--- config.mk ---
export PLATFORM = sky130hd
export DESIGN_NAME = keypad_scanner
export DESIGN_NICKNAME = d
export VERILOG_FILES = /design/src/rtl/keypad_scanner_pkg.sv /design/src/rtl/keypad_scanner_evt_fifo.sv /design/src/rtl/keypad_scanner.sv
export SDC_FILE = /design/constraint.sdc
export NUM_CORES = 1
export LEC_CHECK = 0
export CORE_MARGIN = 1.5
export CORE_UTILIZATION = 52
export DETAILED_ROUTE_END_ITERATION = 6
export PLACE_DENSITY = 0.76
export SYNTH_ARGS = -nofsm -noshare
export SYNTH_HDL_FRONTEND = slang
export SYNTH_SLANG_ARGS = --single-unit
export TNS_END_PERCENT = 30
--- constraint.sdc ---
create_clock -name clk -period 2.5 [get_ports clk]
set_input_delay 0.375 -clock clk [delete_from_list [all_inputs] [get_ports clk]]
set_output_delay 0.375 -clock clk [all_outputs]
set_load 0.005 [all_outputs]
--- src/rtl/keypad_scanner_pkg.sv ---
// Shared definitions for the keypad scanner: parameter defaults, event record
// width and the key-index <-> bus-bit mapping also used by the CPU key logic.
package keypad_scanner_pkg;

    localparam int DEF_COLS      = 4;
    localparam int DEF_ROWS      = 4;
    localparam int DEF_SCAN_DIV  = 1;
    localparam int DEF_DEBOUNCE  = 1;
    localparam int DEF_EVT_DEPTH = 4;

    // Key index k for column c and row r of a keypad with the given row count.
    function automatic int key_index(input int c, input int r, input int rows);
        return c * rows + r;
    endfunction

    // Bus bit that carries key k on a bitmap of the given key count (MSB = key 0).
    function automatic int key_bit(input int k, input int keys);
        return keys - 1 - k;
    endfunction

    // Width of the key-code field in an event record.
    function automatic int evt_code_width(input int rows, input int cols);
        return $clog2(rows * cols);
    endfunction

endpackage

--- src/rtl/keypad_scanner_evt_fifo.sv ---
// First-word-fall-through event queue between the scanner emitter and the CPU.
// The head entry is presented as soon as it is written and is held until
// the consumer accepts it; a push and pop may coincide even when full.
module keypad_evt_fifo
    import keypad_scanner_pkg::*;
#(
    parameter int DEPTH = DEF_EVT_DEPTH,
    parameter int WIDTH = 5
)
(
    input  logic             clk,
    input  logic             reset_n,
    input  logic             push,
    input  logic [WIDTH-1:0] push_data,
    output logic             full,
    output logic             out_valid,
    input  logic             out_ready,
    output logic [WIDTH-1:0] out_data
);

    localparam int AW   = $clog2(DEPTH);
    localparam int CNTW = AW + 1;

    logic [WIDTH-1:0] mem [DEPTH];
    logic [AW-1:0]    wr_ptr;
    logic [AW-1:0]    rd_ptr;
    logic [CNTW-1:0]  count;
    logic             do_push;
    logic             do_pop;

    assign full      = (count == CNTW'(DEPTH));
    assign out_valid = (count != '0);
    assign do_pop    = out_valid && out_ready;
    assign do_push   = push && (!full || do_pop);
    assign out_data  = out_valid ? mem[rd_ptr] : '0;

    // Storage array; contents need no reset because the count gates visibility.
    always_ff @(posedge clk) begin
        if (do_push) begin
            mem[wr_ptr] <= push_data;
        end
    end

    // Pointer and occupancy bookkeeping; reset discards anything queued.
    always_ff @(posedge clk) begin
        if (!reset_n) begin
            wr_ptr <= '0;
            rd_ptr <= '0;
            count  <= '0;
        end else begin
            if (do_push) begin
                wr_ptr <= wr_ptr + AW'(1);
            end
            if (do_pop) begin
                rd_ptr <= rd_ptr + AW'(1);
            end
            case ({do_push, do_pop})
                2'b10:   count <= count + CNTW'(1);
                2'b01:   count <= count - CNTW'(1);
                default: count <= count;
            endcase
        end
    end

endmodule

--- src/rtl/keypad_scanner.sv ---
// Matrix keypad scanner: strobes one column at a time, samples the active-low
// rows, debounces whole frames, publishes a stable bitmap and queues
// press/release events for the CPU.
module keypad_scanner
    import keypad_scanner_pkg::*;
#(
    parameter int COLS      = DEF_COLS,
    parameter int ROWS      = DEF_ROWS,
    parameter int SCAN_DIV  = DEF_SCAN_DIV,
    parameter int DEBOUNCE  = DEF_DEBOUNCE,
    parameter int EVT_DEPTH = DEF_EVT_DEPTH
)
(
    input  logic                           clk,
    input  logic                           reset_n,
    output logic [COLS-1:0]                column,
    input  logic [ROWS-1:0]                row,
    output logic [ROWS*COLS-1:0]           value,
    output logic                           evt_valid,
    input  logic                           evt_ready,
    output logic [$clog2(ROWS*COLS)-1:0]   evt_code,
    output logic                           evt_pressed
);

    localparam int N  = ROWS * COLS;
    localparam int KW = evt_code_width(ROWS, COLS);
    localparam int CW = $clog2(COLS);
    localparam int DW = (SCAN_DIV > 1) ? $clog2(SCAN_DIV) : 1;
    localparam int SW = $clog2(DEBOUNCE + 1);

    // Internal bitmaps are indexed by key number (bit k = key k).
    logic [DW-1:0]  dwell;
    logic [CW-1:0]  col_idx;
    logic [N-1:0]   raw_frame;
    logic [N-1:0]   frame_now;
    logic [N-1:0]   prev_frame;
    logic [N-1:0]   value_k;
    logic [N-1:0]   pending;
    logic [SW-1:0]  streak;
    logic [SW-1:0]  streak_next;
    logic           last_dwell;
    logic           frame_end;
    logic           commit;
    logic           push;
    logic           fifo_full;
    logic [KW-1:0]  pick_idx;
    logic [KW:0]    fifo_out;

    assign last_dwell = (dwell == DW'(SCAN_DIV - 1));
    assign frame_end  = last_dwell && (col_idx == CW'(COLS - 1));

    // Drive the one-hot strobe; column index c appears on bit COLS-1-c.
    always_comb begin
        column = '0;
        for (int c = 0; c < COLS; c++) begin
            if (col_idx == CW'(c)) begin
                column[COLS-1-c] = 1'b1;
            end
        end
    end

    // Frame as it stands including the column being sampled on this edge.
    always_comb begin
        frame_now = raw_frame;
        for (int c = 0; c < COLS; c++) begin
            for (int r = 0; r < ROWS; r++) begin
                if (col_idx == CW'(c)) begin
                    frame_now[key_index(c, r, ROWS)] = ~row[ROWS-1-r];
                end
            end
        end
    end

    // Column dwell timer and column advance; rows are captured at dwell end.
    always_ff @(posedge clk) begin
        if (!reset_n) begin
            dwell     <= '0;
            col_idx   <= '0;
            raw_frame <= '0;
        end else if (last_dwell) begin
            dwell     <= '0;
            raw_frame <= frame_now;
            col_idx   <= (col_idx == CW'(COLS - 1)) ? '0 : col_idx + CW'(1);
        end else begin
            dwell <= dwell + DW'(1);
        end
    end

    // Stability streak for the frame completing now, saturating at DEBOUNCE.
    always_comb begin
        if (frame_now == prev_frame) begin
            streak_next = (streak == SW'(DEBOUNCE)) ? streak : streak + SW'(1);
        end else begin
            streak_next = SW'(1);
        end
    end

    // A stable, changed frame commits only once earlier events are all queued.
    assign commit = frame_end && (streak_next >= SW'(DEBOUNCE)) &&
                    (frame_now != value_k) && (pending == '0);

    // Frame-end debounce state and committed key bitmap.
    always_ff @(posedge clk) begin
        if (!reset_n) begin
            prev_frame <= '0;
            streak     <= '0;
            value_k    <= '0;
        end else if (frame_end) begin
            prev_frame <= frame_now;
            streak     <= streak_next;
            if (commit) begin
                value_k <= frame_now;
            end
        end
    end

    // Lowest changed key still waiting to be turned into an event.
    always_comb begin
        pick_idx = '0;
        for (int k = N - 1; k >= 0; k--) begin
            if (pending[k]) begin
                pick_idx = KW'(k);
            end
        end
    end

    assign push = (pending != '0) && !fifo_full;

    // Changed-key set: loaded on commit, drained one key per accepted push.
    always_ff @(posedge clk) begin
        if (!reset_n) begin
            pending <= '0;
        end else if (commit) begin
            pending <= value_k ^ frame_now;
        end else if (push) begin
            pending[pick_idx] <= 1'b0;
        end
    end

    keypad_evt_fifo #(
        .DEPTH (EVT_DEPTH),
        .WIDTH (KW + 1)
    ) u_fifo (
        .clk       (clk),
        .reset_n   (reset_n),
        .push      (push),
        .push_data ({pick_idx, value_k[pick_idx]}),
        .full      (fifo_full),
        .out_valid (evt_valid),
        .out_ready (evt_ready),
        .out_data  (fifo_out)
    );

    assign evt_code    = fifo_out[KW:1];
    assign evt_pressed = fifo_out[0];

    // Publish the bitmap with key k on bus bit N-1-k.
    always_comb begin
        value = '0;
        for (int k = 0; k < N; k++) begin
            value[key_bit(k, N)] = value_k[k];
        end
    end

endmodule

==> flow_metrics.tcl <==
set metrics [dict create \
    synthArstFlopShare_pct 0 \
    drive_gt1_share_pct 20.3 \
    hpwl_um 6980 \
    synth_cell_types 48 \
    rows 31 \
    skew_ns 0.0124 \
    grt_pass1_vias 3111 \
    avgRoutedWirePerCell_um 16.1 \
    cts_sinks 80 \
    required_ns 2.76 \
    initial_core_util_pct 54.3 \
    vias 3190 \
    clk_pin_slew_ns 0.09 \
    syn_inst 413 \
    syn_nets 430 \
    synth_edf_count 20 \
    crit_buf_inv 2 \
    p_per_area_nw_per_um2 559 \
    stdcell_count 587 \
    seqCellArea_um2 1810 \
    gp_congestion 0.914 \
    yosysWarningCount 0 \
    critPathTopFamily "simple AND/OR/NAND/NOR gates" \
    nFillCells 560 \
    grt_pass1_wl_um 15100 \
    cts_buffer_depth 2 \
    insertion_delay_ns 0.36 \
    synth_ff_type "dfxtp_1" \
    met2_length_um 4820 \
    dieArea_um2 8190 \
    p_leak_nw 2.17 \
    vias_per_cell 5.43 \
    final_common_cell "dfxtp_1" \
    die_h_um 90.5 \
    status "complete, no violations" \
    final_area_um2 5100 \
    wirelength_um 9430 \
    syn_avg_cell_area_um2 9.64 \
    hp-class "reg2reg" \
    track_usage_pct 23.6 \
    syn_to_final_growth_pct 28.2 \
    finalSetupTns_ns 0 \
    cts-buffers-inserted 9 \
    hold_viol 0 \
    max-vdd-ir-drop_uv 402 \
    max_freq_mhz 411 \
    fin_util_pct 69.6 \
    detail-route-antenna-nets 0 \
    cp-end-kind "flip-flop" \
    fin_nets 500 \
    dieWidth_um 90.5 \
    route.top_layer_used "met4" \
    drt-pass1-iter-count 4 \
    tightest_slew_ns 0.841 \
    antenna_found_initial 0 \
    wl_met3_um 392 \
    rsz0062_at_grt "true" \
    synth_area_um2 3980 \
    dp.cells 567 \
    cts_tree "done" \
    relSlewSlack_pct 43.8 \
    drc 0 \
    slowest_stage "or4_4" \
    worstPathArrival_ns 2.69 \
    drv_cap 0 \
    crit_type "reg2reg" \
    fin_total_pwr_mw 2.85 \
    cts-root-buf "clkbuf_8" \
    setup_viol 0 \
    core_area_um2 7330 \
    dpl-instance-area_um2 4680 \
    synth_seq_area_share_pct 45.3 \
    slew_violations 0 \
    grt-ovfl-total 0 \
    critical_path.max_fanout 7 \
    final_cell_mix "dfxtp_1, nand2_1, buf_4, clkdlybuf4s50_1, and2_1" \
    grt_max_degree 22 \
    fin_crit_ns 2.43 \
    wl_met1_um 4010 \
    multi_input_area_um2 2190 \
    htreeDepth 3 \
    diodes 0 \
    fin_crit_sh_pct 97.2 \
    num_io_pins 33 \
    portBuffers 32 \
    critical-path-max-stage-delay_ns 0.56 \
    crit_path_start_kind "flip-flop" \
    ys_ff_latch 80 \
    drt_iter0_markers 199 \
    postCtsHoldBufs 0 \
    crit_chain "inv_4 > ha_4 > nor2_4 > a21oi_4 > xor2_2 > or4_4 > nor4_4 > a31o_4 > buf_6 > mux2i_1 > nor2b_1" \
]
-- worst paths after layout --
path / to / cells past startpoint / slack [ns] / from
worst max-delay path: value_k[10]$_SDFFE_PN0P_ / 11 / 0.07 / col_idx[0]$_SDFFE_PN0N_
worst min-delay path: raw_frame[0]$_SDFFE_PN0N_ / 2 / 0.49 / raw_frame[0]$_SDFFE_PN0N_
worst max register to register: value_k[10]$_SDFFE_PN0P_ / 11 / 0.07 / col_idx[0]$_SDFFE_PN0N_
worst min register to register: raw_frame[0]$_SDFFE_PN0N_ / 2 / 0.49 / raw_frame[0]$_SDFFE_PN0N_
-- worst reg2reg max path: cells and delay by family, from the launching register on --
family	cells	cell delay (ns)
compound gates	2	0.28
fa+ha+maj	1	0.19
mux	1	0.19
buf+inv	2	0.21
simple gates	4	0.90
flops	1	0.39
xor+xnor	1	0.17
-- what timing repair did --
action	4_1_cts	5_1_grt
pin swaps	1	3
setup buffers	2	1
resized for setup	8	34
gates cloned	1	0
endpoints found under the setup margin	17	24
-- state kept, by name, indices dropped and copies added (netlist names), named ones only --
name and flops:
col_idx 2, u_fifo.rd_ptr 2, dwell 1, value_k 16, raw_frame 16, u_fifo.count 3, u_fifo.mem 20, pending 16
u_fifo.wr_ptr 2
-- area by class of cell --
| type | count | area share (%) |
|---|---|---|
| sequential | 80 | 35.5 |
| inverter | 19 | 1.45 |
| clock inverter | 7 | 1.50 |
| multi-input combinational | 292 | 43.0 |
| timing repair buffer | 81 | 13.8 |
| tap | 99 | 2.43 |
| clock buffer | 9 | 2.43 |
-- power by group --
group	total (mW)	switching, mW	leakage [nW]	internal, mW
registers	1.39	0.0350	0.674	1.36
clock network	0.983	0.510	0.100	0.473
logic	0.476	0.225	1.40	0.251
-- per-layer routing --
metal  track usage (%)  vias up
met5                 0        -
met4              10.6        0
met3              4.46       20
met2              41.1       92
met1              28.2     1509
li1                  -     1569
-- cell families (layout without fill, tap and decap cells) --
logic type                 after synthesis  in the layout  synth area share (%)
AOI/OAI and AO/OA                       82             82                  14.5
xor gates and xnor gates                21             21                  4.62
adders and majority gates               10             10                  3.33
buffers and inverters                   41            116                  4.81
DFF                                     80             80                  45.3
muxes                                   26             26                  8.11
other                                    1              1                0.0942
and+or+nand+nor                        152            152                  19.3
-- synth_stat cells, types with 2 or more instances --
library cell  count  area share, %
a21boi_0         11            2.1
a21oi_1          12            1.5
a221o_1           2           0.50
a22oi_1           5           0.94
a31oi_1           4           0.63
and2_1           25            3.9
buf_2             2           0.25
buf_6             2           0.57
clkbuf_1         16            1.5
dfxtp_1          60             30
edfxtp_1         20             15
ha_1              9            2.8
inv_1            19            1.8
mux2i_1          21            5.3
mux4_2            5            2.8
nand2_1          48            4.5
nand2b_1          7            1.1
nand3_1           5           0.63
nor2_1           25            2.4
nor2b_1          21            3.3
nor3_1            5           0.63
nor4_1            8            1.3
o211a_1          15            3.8
o21ai_0          19            2.4
o21ai_1           2           0.25
o2bb2ai_1         2           0.44
o31ai_1           2           0.38
or3_1             2           0.31
xnor2_1          15            3.3
xor2_1            6            1.3
-- through the flow --
step	hold slack [ns]	setup slack (ns)
floorplan	0.450	-0.0101
global placement	0.468	-0.115
detailed placement	0.473	-0.213
CTS	0.487	0.00584
global route	0.515	-0.0590
finish	0.493	0.0696
Note: power is estimated with default switching activity, not from simulation.
